File: config.mk
export PLATFORM = sky130hd
export DESIGN_NAME = trap_ctrl
export DESIGN_NICKNAME = d
export VERILOG_FILES = /design/src/rtl/trap_pkg.sv /design/src/rtl/trap_prio_enc.sv /design/src/rtl/trap_ctrl.sv
export SDC_FILE = /design/constraint.sdc
export NUM_CORES = 1
export LEC_CHECK = 0
export CAP_MARGIN = 20
export CORE_MARGIN = 2
export CORE_UTILIZATION = 45
export CTS_CLUSTER_SIZE = 30
export DETAILED_ROUTE_END_ITERATION = 7
export PLACE_DENSITY_LB_ADDON = 0.2
export SETUP_SLACK_MARGIN = 0.4
export SYNTH_ARGS = -nofsm -noshare
export SYNTH_HDL_FRONTEND = slang
export SYNTH_HIERARCHICAL = 1
export SYNTH_SLANG_ARGS = --single-unit
File: constraint.sdc
create_clock -name clk -period 8.3 [get_ports clk]
set_input_delay 1.66 -clock clk [delete_from_list [all_inputs] [get_ports clk]]
set_output_delay 1.66 -clock clk [all_outputs]
set_load 0.01 [all_outputs]
File: src/rtl/trap_pkg.sv
// Shared types and constants for the trap controller: FSM states, CSR addresses
// and CSR reset/command values.
package trap_pkg;

    typedef enum logic [2:0] {
        IDLE     = 3'd0,
        CAPTURE  = 3'd1,
        REDIRECT = 3'd2,
        HANDLER  = 3'd3,
        RETURN   = 3'd4
    } trap_state_e;

    localparam logic [11:0] CSR_MTVEC  = 12'h305;
    localparam logic [11:0] CSR_MEPC   = 12'h341;
    localparam logic [11:0] CSR_MCAUSE = 12'h342;
    localparam logic [11:0] CSR_MTVAL  = 12'h343;
    localparam logic [11:0] CSR_MIPD   = 12'h100;

    localparam int unsigned TVEC_BASE_DFLT = 32'h0000_F000;
    // Value software writes to mipd to leave the handler.
    localparam int unsigned MIPD_DONE      = 1;

endpackage

File: src/rtl/trap_prio_enc.sv
// Lowest-index-first priority encoder: request vector -> {valid, winning index}.
module trap_prio_enc #(
    parameter int N     = 4,
    parameter int IDX_W = (N > 1) ? $clog2(N) : 1
) (
    input  logic [N-1:0]     req,
    output logic             valid,
    output logic [IDX_W-1:0] idx
);

    always_comb begin
        valid = |req;
        idx   = '0;
        // Scan high to low so the lowest set bit is the last assignment.
        for (int i = N - 1; i >= 0; i--) begin
            if (req[i]) idx = IDX_W'(i);
        end
    end

endmodule

File: src/rtl/trap_ctrl.sv
// Trap/exception controller: arbitrates sources, captures machine CSRs and sequences
// stall/flush/redirect into and out of the handler. `TRAP_VECTORED_EN selects vectored targets.
module trap_ctrl
    import trap_pkg::*;
#(
    parameter int               XLEN        = 32,
    parameter int               NUM_SRC     = 4,
    parameter logic [XLEN-1:0]  TVEC_BASE   = XLEN'(TVEC_BASE_DFLT),
    parameter int               TVEC_STRIDE = 4,
    parameter int               CAUSE_BASE  = 3
) (
    input  logic                    clk,
    input  logic                    rst,
    input  logic [NUM_SRC-1:0]      exc_req,
    input  logic [XLEN-1:0]         exc_pc,
    input  logic [NUM_SRC*XLEN-1:0] exc_tval,
    input  logic [11:0]             csr_radd,
    output logic [XLEN-1:0]         csr_rdata,
    input  logic [11:0]             csr_wadd,
    input  logic [XLEN-1:0]         csr_wdata,
    input  logic                    csr_wen,
    output logic                    stall,
    output logic                    flush,
    output logic                    redirect_valid,
    output logic [XLEN-1:0]         redirect_pc,
    output logic                    in_trap,
    output logic                    double_fault
);

    localparam int IDX_W = (NUM_SRC > 1) ? $clog2(NUM_SRC) : 1;

`ifdef TRAP_VECTORED_EN
    localparam bit VEC_EN = 1'b1;
`else
    localparam bit VEC_EN = 1'b0;
`endif
    localparam logic [XLEN-1:0] STRIDE_EFF = VEC_EN ? XLEN'(TVEC_STRIDE) : '0;

    trap_state_e      state_q, state_d;
    logic [IDX_W-1:0] cap_idx_q, cap_idx_d;
    logic [XLEN-1:0]  cap_pc_q, cap_pc_d;
    logic [XLEN-1:0]  cap_tval_q, cap_tval_d;
    logic [XLEN-1:0]  mtvec_q, mtvec_d;
    logic [XLEN-1:0]  mepc_q, mepc_d;
    logic [XLEN-1:0]  mcause_q, mcause_d;
    logic [XLEN-1:0]  mtval_q, mtval_d;
    logic [XLEN-1:0]  mipd_q, mipd_d;
    logic             double_fault_q, double_fault_d;

    logic             req_vld;
    logic [IDX_W-1:0] req_idx;
    logic [XLEN-1:0]  tval_arr [NUM_SRC];
    logic             ret_req;

    trap_prio_enc #(.N(NUM_SRC), .IDX_W(IDX_W)) u_prio (
        .req   (exc_req),
        .valid (req_vld),
        .idx   (req_idx)
    );

    for (genvar g = 0; g < NUM_SRC; g++) begin : g_tval
        assign tval_arr[g] = exc_tval[g*XLEN +: XLEN];
    end

    assign ret_req = csr_wen && (csr_wadd == CSR_MIPD) && (csr_wdata == XLEN'(MIPD_DONE));

    always_comb begin
        state_d        = state_q;
        cap_idx_d      = cap_idx_q;
        cap_pc_d       = cap_pc_q;
        cap_tval_d     = cap_tval_q;
        double_fault_d = double_fault_q;
        stall          = double_fault_q;
        flush          = 1'b0;
        redirect_valid = 1'b0;
        redirect_pc    = '0;
        in_trap        = 1'b0;
        case (state_q)
            IDLE: begin
                if (req_vld) begin
                    state_d    = CAPTURE;
                    cap_idx_d  = req_idx;
                    cap_pc_d   = exc_pc;
                    cap_tval_d = tval_arr[req_idx];
                end
            end
            CAPTURE: begin
                stall   = 1'b1;
                flush   = 1'b1;
                state_d = REDIRECT;
            end
            REDIRECT: begin
                redirect_valid = 1'b1;
                redirect_pc    = mtvec_q + STRIDE_EFF * XLEN'(cap_idx_q);
                flush          = 1'b1;
                state_d        = HANDLER;
            end
            HANDLER: begin
                in_trap = 1'b1;
                if (|exc_req) double_fault_d = 1'b1;
                if (ret_req) state_d = RETURN;
            end
            RETURN: begin
                redirect_valid = 1'b1;
                redirect_pc    = mepc_q;
                flush          = 1'b1;
                state_d        = IDLE;
            end
            default: state_d = IDLE;
        endcase
    end

    // Software writes first; the hardware capture/return updates override them.
    always_comb begin
        mtvec_d  = mtvec_q;
        mepc_d   = mepc_q;
        mcause_d = mcause_q;
        mtval_d  = mtval_q;
        mipd_d   = mipd_q;
        if (csr_wen) begin
            case (csr_wadd)
                CSR_MTVEC:  mtvec_d  = csr_wdata;
                CSR_MEPC:   mepc_d   = csr_wdata;
                CSR_MCAUSE: mcause_d = csr_wdata;
                CSR_MTVAL:  mtval_d  = csr_wdata;
                CSR_MIPD:   mipd_d   = csr_wdata;
                default: ;
            endcase
        end
        if (state_q == CAPTURE) begin
            mepc_d   = cap_pc_q;
            mcause_d = XLEN'(CAUSE_BASE) + XLEN'(cap_idx_q);
            mtval_d  = cap_tval_q;
            mipd_d   = '0;
        end
        if (state_q == RETURN) mipd_d = '0;
    end

    always_comb begin
        case (csr_radd)
            CSR_MTVEC:  csr_rdata = mtvec_q;
            CSR_MEPC:   csr_rdata = mepc_q;
            CSR_MCAUSE: csr_rdata = mcause_q;
            CSR_MTVAL:  csr_rdata = mtval_q;
            CSR_MIPD:   csr_rdata = mipd_q;
            default:    csr_rdata = '0;
        endcase
    end

    assign double_fault = double_fault_q;

    always_ff @(posedge clk or posedge rst) begin
        if (rst) begin
            state_q        <= IDLE;
            cap_idx_q      <= '0;
            cap_pc_q       <= '0;
            cap_tval_q     <= '0;
            mtvec_q        <= TVEC_BASE;
            mepc_q         <= '0;
            mcause_q       <= '0;
            mtval_q        <= '0;
            mipd_q         <= '0;
            double_fault_q <= 1'b0;
        end else begin
            state_q        <= state_d;
            cap_idx_q      <= cap_idx_d;
            cap_pc_q       <= cap_pc_d;
            cap_tval_q     <= cap_tval_d;
            mtvec_q        <= mtvec_d;
            mepc_q         <= mepc_d;
            mcause_q       <= mcause_d;
            mtval_q        <= mtval_d;
            mipd_q         <= mipd_d;
            double_fault_q <= double_fault_d;
        end
    end

endmodule
======== Yosys cells after proc, flatten, opt, wreduce, memory -nomap -nowiden ========
Index checks and enable logic that the tools add are counted.
storage, ports and cells
  word-level logic and storage cells ...... 79
  input bits .............................. 223
  flip-flop bits (word level) ............. 230
operators by class
  mux-type cells .......................... 29
  add/subtract/negate cells ............... 1
  bitwise logic cells ..................... 1
  equality and inequality tests ........... 17
  reduce and logical (&&, ||, !) cells .... 20
  order comparisons ....................... 1
operators by type and width
  kind                                                       number
  two-way mux 32 bit                                         15
  one-hot mux 32 bit (5 select lines)                        1
  equality test 12 x 10 -> 1 bit (second input constant)     8
  binary-select mux 32 bit (select 2 bit)                    1
  one-hot mux 32 bit (2 select lines)                        1
  equality test 32 x 1 -> 1 bit (second input constant)      1
  equality test 12 x 9 -> 1 bit (second input constant)      2
  AND reduction 2 bit                                        8
  one-hot mux 3 bit (4 select lines)                         1
  two-way mux 2 bit                                          4
  nonzero test 2 bit                                         4
  equality test 3 x 2 -> 1 bit (second input constant)       2
  two-way mux 3 bit                                          2
  nonzero test 3 bit                                         2
  two-way mux 1 bit                                          4
  != test 2 bit (second input constant)                      2
  OR reduction 4 bit                                         1
  adder 2 x 2 -> 3 bit (first input constant)                1
  equality test 3 x 1 -> 1 bit (second input constant)       1
  equality test 3 bit (second input constant)                1
  greater-or-equal comparator 3 bit (second input constant)  1
  zero test 3 bit                                            1
  NOT 2 -> 3 bit                                             1
  OR reduction 3 bit                                         1
  2 further kinds                                            3

======== Longest topological paths before layout ========
  depth in word-level cells ............... 8
  gate-level depth with buffers ........... 8
  gate-level depth less buffers ........... 6

======== Cells and area by module ========
The synthesis kept the hierarchy.
modules (own cells, without submodules)
  module         sequential area each (sq um)  times used  cells each  area an instance (sq um)
  trap_ctrl      5,760.5                       1           1,008       11,701.2
  trap_prio_enc  0.0                           1           7           35.0

======== Worst setup path after synthesis ========
Ideal clock, no wire load.
  kind .................................... input port to output port
  from .................................... input csr_radd[7]
  to ...................................... output csr_rdata[18]
  stages on the path ...................... 6
  data arrival time ....................... 3.197 ns
  setup slack ............................. 3.443 ns
  buffers on the path ..................... 2
  cell sequence ........................... nor4b_2 nand2_1 clkbuf_1 nor3_1 clkbuf_1 a221o_1
on the way
  word-level cells in the longest chain between the ends .. 2
  elaborated cells on any way between the ends .. 6
  those cells by class .................... eq/ne: 5; mux: 1
ends and longest elaborated chain
  what                                                                             line              source
  start, declared                                                                  trap_ctrl.sv:17   input logic [11:0] csr_radd,
  equality test 12 x 9 -> 1 bit or equality test 12 x 10 -> 1 bit (tied branches)  trap_ctrl.sv:140  case (csr_radd)
  one-hot mux 32 bit (5 select lines) *                                            trap_ctrl.sv:140
  end, declared                                                                    trap_ctrl.sv:18   output logic [XLEN-1:0] csr_rdata,
Mark *: on every way between the ends. The rest lies on a longest branch, timed or not.

======== Final worst setup path ========
  from .................................... input csr_radd[0]
  to ...................................... output csr_rdata[20]
Same word-level chain as after synthesis.

==> flow_summary.json <==
{
  "status": "finished clean",
  "grt_max_degree": 161,
  "synth_common_cells": "dfrtp_1, mux2_2, nand3_1",
  "synth_ff_type": "dfrtp_1",
  "synthAdderAreaFrac_pct": 0.107,
  "rsz0062_at_grt": "no",
  "synth_most_common_cell": "dfrtp_1",
  "floorplan.initialDensity_pct": 45.4,
  "vdd_ir_drop_max_v": 0.000129,
  "grt_pass1_vias": 10300,
  "final_util_pct": 61.9,
  "p_total_mw": 2.63,
  "yosys_warnings": 6,
  "worstSetupPathType": "in2out",
  "tritoncts": "yes",
  "cts_buffers": 26,
  "switching_power_uw": 575,
  "synth_top_family_by_area": "multiplexers",
  "worstSetupEndpointType": "output port",
  "cp.arrival_ps": 5030,
  "cts_buffer_depth": 3,
  "wl_per_cell_um": 23.4,
  "core_area_um2": 25800,
  "synthXorXnorAreaFrac_pct": 0.0746,
  "combPwrFrac_pct": 9.7,
  "fin_nets": 1496,
  "hold_path.startpoint": "double_fault",
  "dp_hpwl_um": 24400,
  "area_growth_pct": 36.3,
  "grt_pass1_wl_um": 58900,
  "ctsHtreeMaxLevel": 1,
  "cp.required_ps": 6640,
  "reg2reg_to": "mepc_q[17]",
  "io_pins": 292,
  "clk_pin_slew_worst_paths_ps": 60,
  "dieHeight_um": 165,
  "dr.pass1.iters": 5,
  "rrSetupSlack_ps": 5710,
  "cap_violations": 0,
  "ys_types": 54,
  "p_int_mw": 2.05,
  "p_leak_nw": 6.57,
  "setup_viol": 0,
  "cts_hold_buf": 0,
  "track_usage_pct": 28.0,
  "netlist_area_um2": 11700,
  "vias": 10000,
  "cp_slowest_cell": "nor2b_2",
  "antenna_found_initial": 0,
  "worstPathMaxFanout": 29,
  "syn-num-nets": 1239,
  "yosysTopAreaCell": "dfrtp_1",
  "sw_frac_of_total_pct": 21.9,
  "cp_cell_sequence": "clkdlybuf4s50_1 -> buf_4 -> nor2b_2 -> buf_4 -> and2_1 -> nor2b_2 -> a221o_1 -> clkdlybuf4s50_1",
  "vias_per_cell": 6.17,
  "drive_gt1_share_pct": 19.3,
  "tightestPinTransition_ps": 1090,
  "drv_slew": 0,
  "skew_ps": 22.4,
  "worstSkewPairLatency_ps": 530,
  "power-per-cell-area_nw_per_um2": 164,
  "overflow": 0,
  "rr_worst_depth": 4,
  "ctsResizeCount": 0,
  "seq_power_share_pct": 44.5,
  "postCtsSetupRepairBufs": 0,
  "clock_sinks": 230,
  "async_reset_ff_share_pct": 100,
  "port-buffer-count": 291,
  "syn_inst": 1015,
  "synth-simple-area-share_pct": 14.5,
  "maxSlewHeadroom_pct": 27.3,
  "wirelength_um": 38100,
  "drt_iter0_drc": 1035,
  "fin_crit_ps": 6690,
  "cts_root_buffer": "clkbuf_16",
  "synth_top_area_share_pct": 48.2,
  "drc": 0,
  "dieArea_um2": 27400,
  "yosys-mux-area-fraction_pct": 17.2,
  "syn_area_per_cell_um2": 11.6,
  "gp_congestion": 0.797,
  "num_rows": 59,
  "hold_class": "reg2reg",
  "synth_compound_area_share_pct": 15.7,
  "hold_viol_final": 0,
  "slowest_delay_ps": 890,
  "clock_power_share_pct": 45.8,
  "max_freq_mhz": 150,
  "yosysSeqAreaShare_pct": 49.1,
  "tns_ps": 0,
  "fp.dieW_um": 165,
  "antenna_cells": 0,
  "synth_edf_count": 0,
  "start_kind": "input port",
  "ant_nets": 0,
  "final.period_utilization_pct": 80.6,
  "synth.top_cells.by_area": "dfrtp_1, mux2_2, a221o_1",
  "rr_startpoint": "state_q[0]",
  "ys_ff_latch": 230,
  "hold_depth": 1,
  "hold-path-endpoint": "double_fault"
}
metal layers:
layer | up-vias | share of wire (%) | track usage (%)
met5 | - | 0 | 0
met4 | 0 | 2.7 | 7.52
met3 | 67 | 8.1 | 5.19
met2 | 487 | 49 | 47.0
met1 | 5076 | 40 | 37.5
li1 | 4416 | - | -
critical path: cells and delay by family:
| family | cells | cell delay, ps |
|---|---|---|
| buf+inv | 4 | 1640 |
| compound gates | 1 | 320 |
| simple gates | 3 | 1350 |
logic make-up (layout without fill, tap and decap cells):
logic type / Yosys count / after routing
xor gates and xnor gates: 1 / 1
buffers and inverters: 99 / 376
muxes: 147 / 147
and+or+nand+nor: 316 / 316
AOI/OAI and AO/OA: 221 / 221
adders and majority gates: 1 / 1
DFF: 230 / 230
cells in the final DEF, fill, tap and decap left out, types with 31 or more instances in the layout:
master,netlist,layout
a221o_1,74,74
nand3_1,104,104
mux4_2,32,32
mux2_2,113,113
buf_4,0,31
clkdlybuf4s50_1,0,291
nand2_1,77,77
a22o_1,64,64
and2_1,62,62
dfrtp_1,226,226
a21oi_1,46,46
stage by stage:
step | cell area (um^2) | hold WS, ps | worst slack, ps | instances
2_1_floorplan | 11700 | 462 | 3440 | 1015
3_3_place_gp | 15100 | 462 | 1710 | 1578
3_5_place_dp | 15100 | 470 | 1610 | 1578
4_1_cts | 16000 | 484 | 1580 | 1626
5_1_grt | 16000 | 507 | 1540 | 1627
6_report | 16000 | 478 | 1610 | 1627
layout make-up:
type	instances	area, um^2
Fill cell	2157	9840
Sequential cell	230	5760
Multi-Input combinational cell	686	5710
Timing Repair Buffer	324	3190
Clock buffer	38	747
Tap cell	335	419
Clock inverter	10	153
Inverter	4	18.8
worst max path at each step:
stage / cells after the start / slack, ps / endpoint / startpoint
2_1_floorplan: 6 / 3440 / csr_rdata[18] / csr_radd[7]
3_3_place_gp: 8 / 1710 / csr_rdata[17] / csr_radd[0]
3_5_place_dp: 8 / 1610 / csr_rdata[20] / csr_radd[0]
4_1_cts: 8 / 1580 / csr_rdata[20] / csr_radd[0]
5_1_grt: 8 / 1540 / csr_rdata[20] / csr_radd[0]
6_report: 8 / 1610 / csr_rdata[20] / csr_radd[0]
power groups by stage:
stage                     clock (mW)  combinational, mW  sequential [mW]
after floorplan                    0              0.102             1.18
after global placement             0              0.252             1.19
after detailed placement           0              0.256             1.19
after CTS                       1.22              0.257             1.17
after global routing            1.27              0.275             1.17
final                           1.20              0.255             1.17
registers in the layout, indices dropped and copies added, names as in the netlist:
| signal | cells |
|---|---|
| mepc_q | 32 |
| mtvec_q | 32 |
| cap_idx_q | 2 |
| mipd_q | 32 |
| mtval_q | 32 |
| mcause_q | 32 |
| cap_tval_q | 32 |
| state_q | 3 |
| cap_pc_q | 32 |
| double_fault | 1 |
No activity file was read; power rests on OpenSTA's default activity.
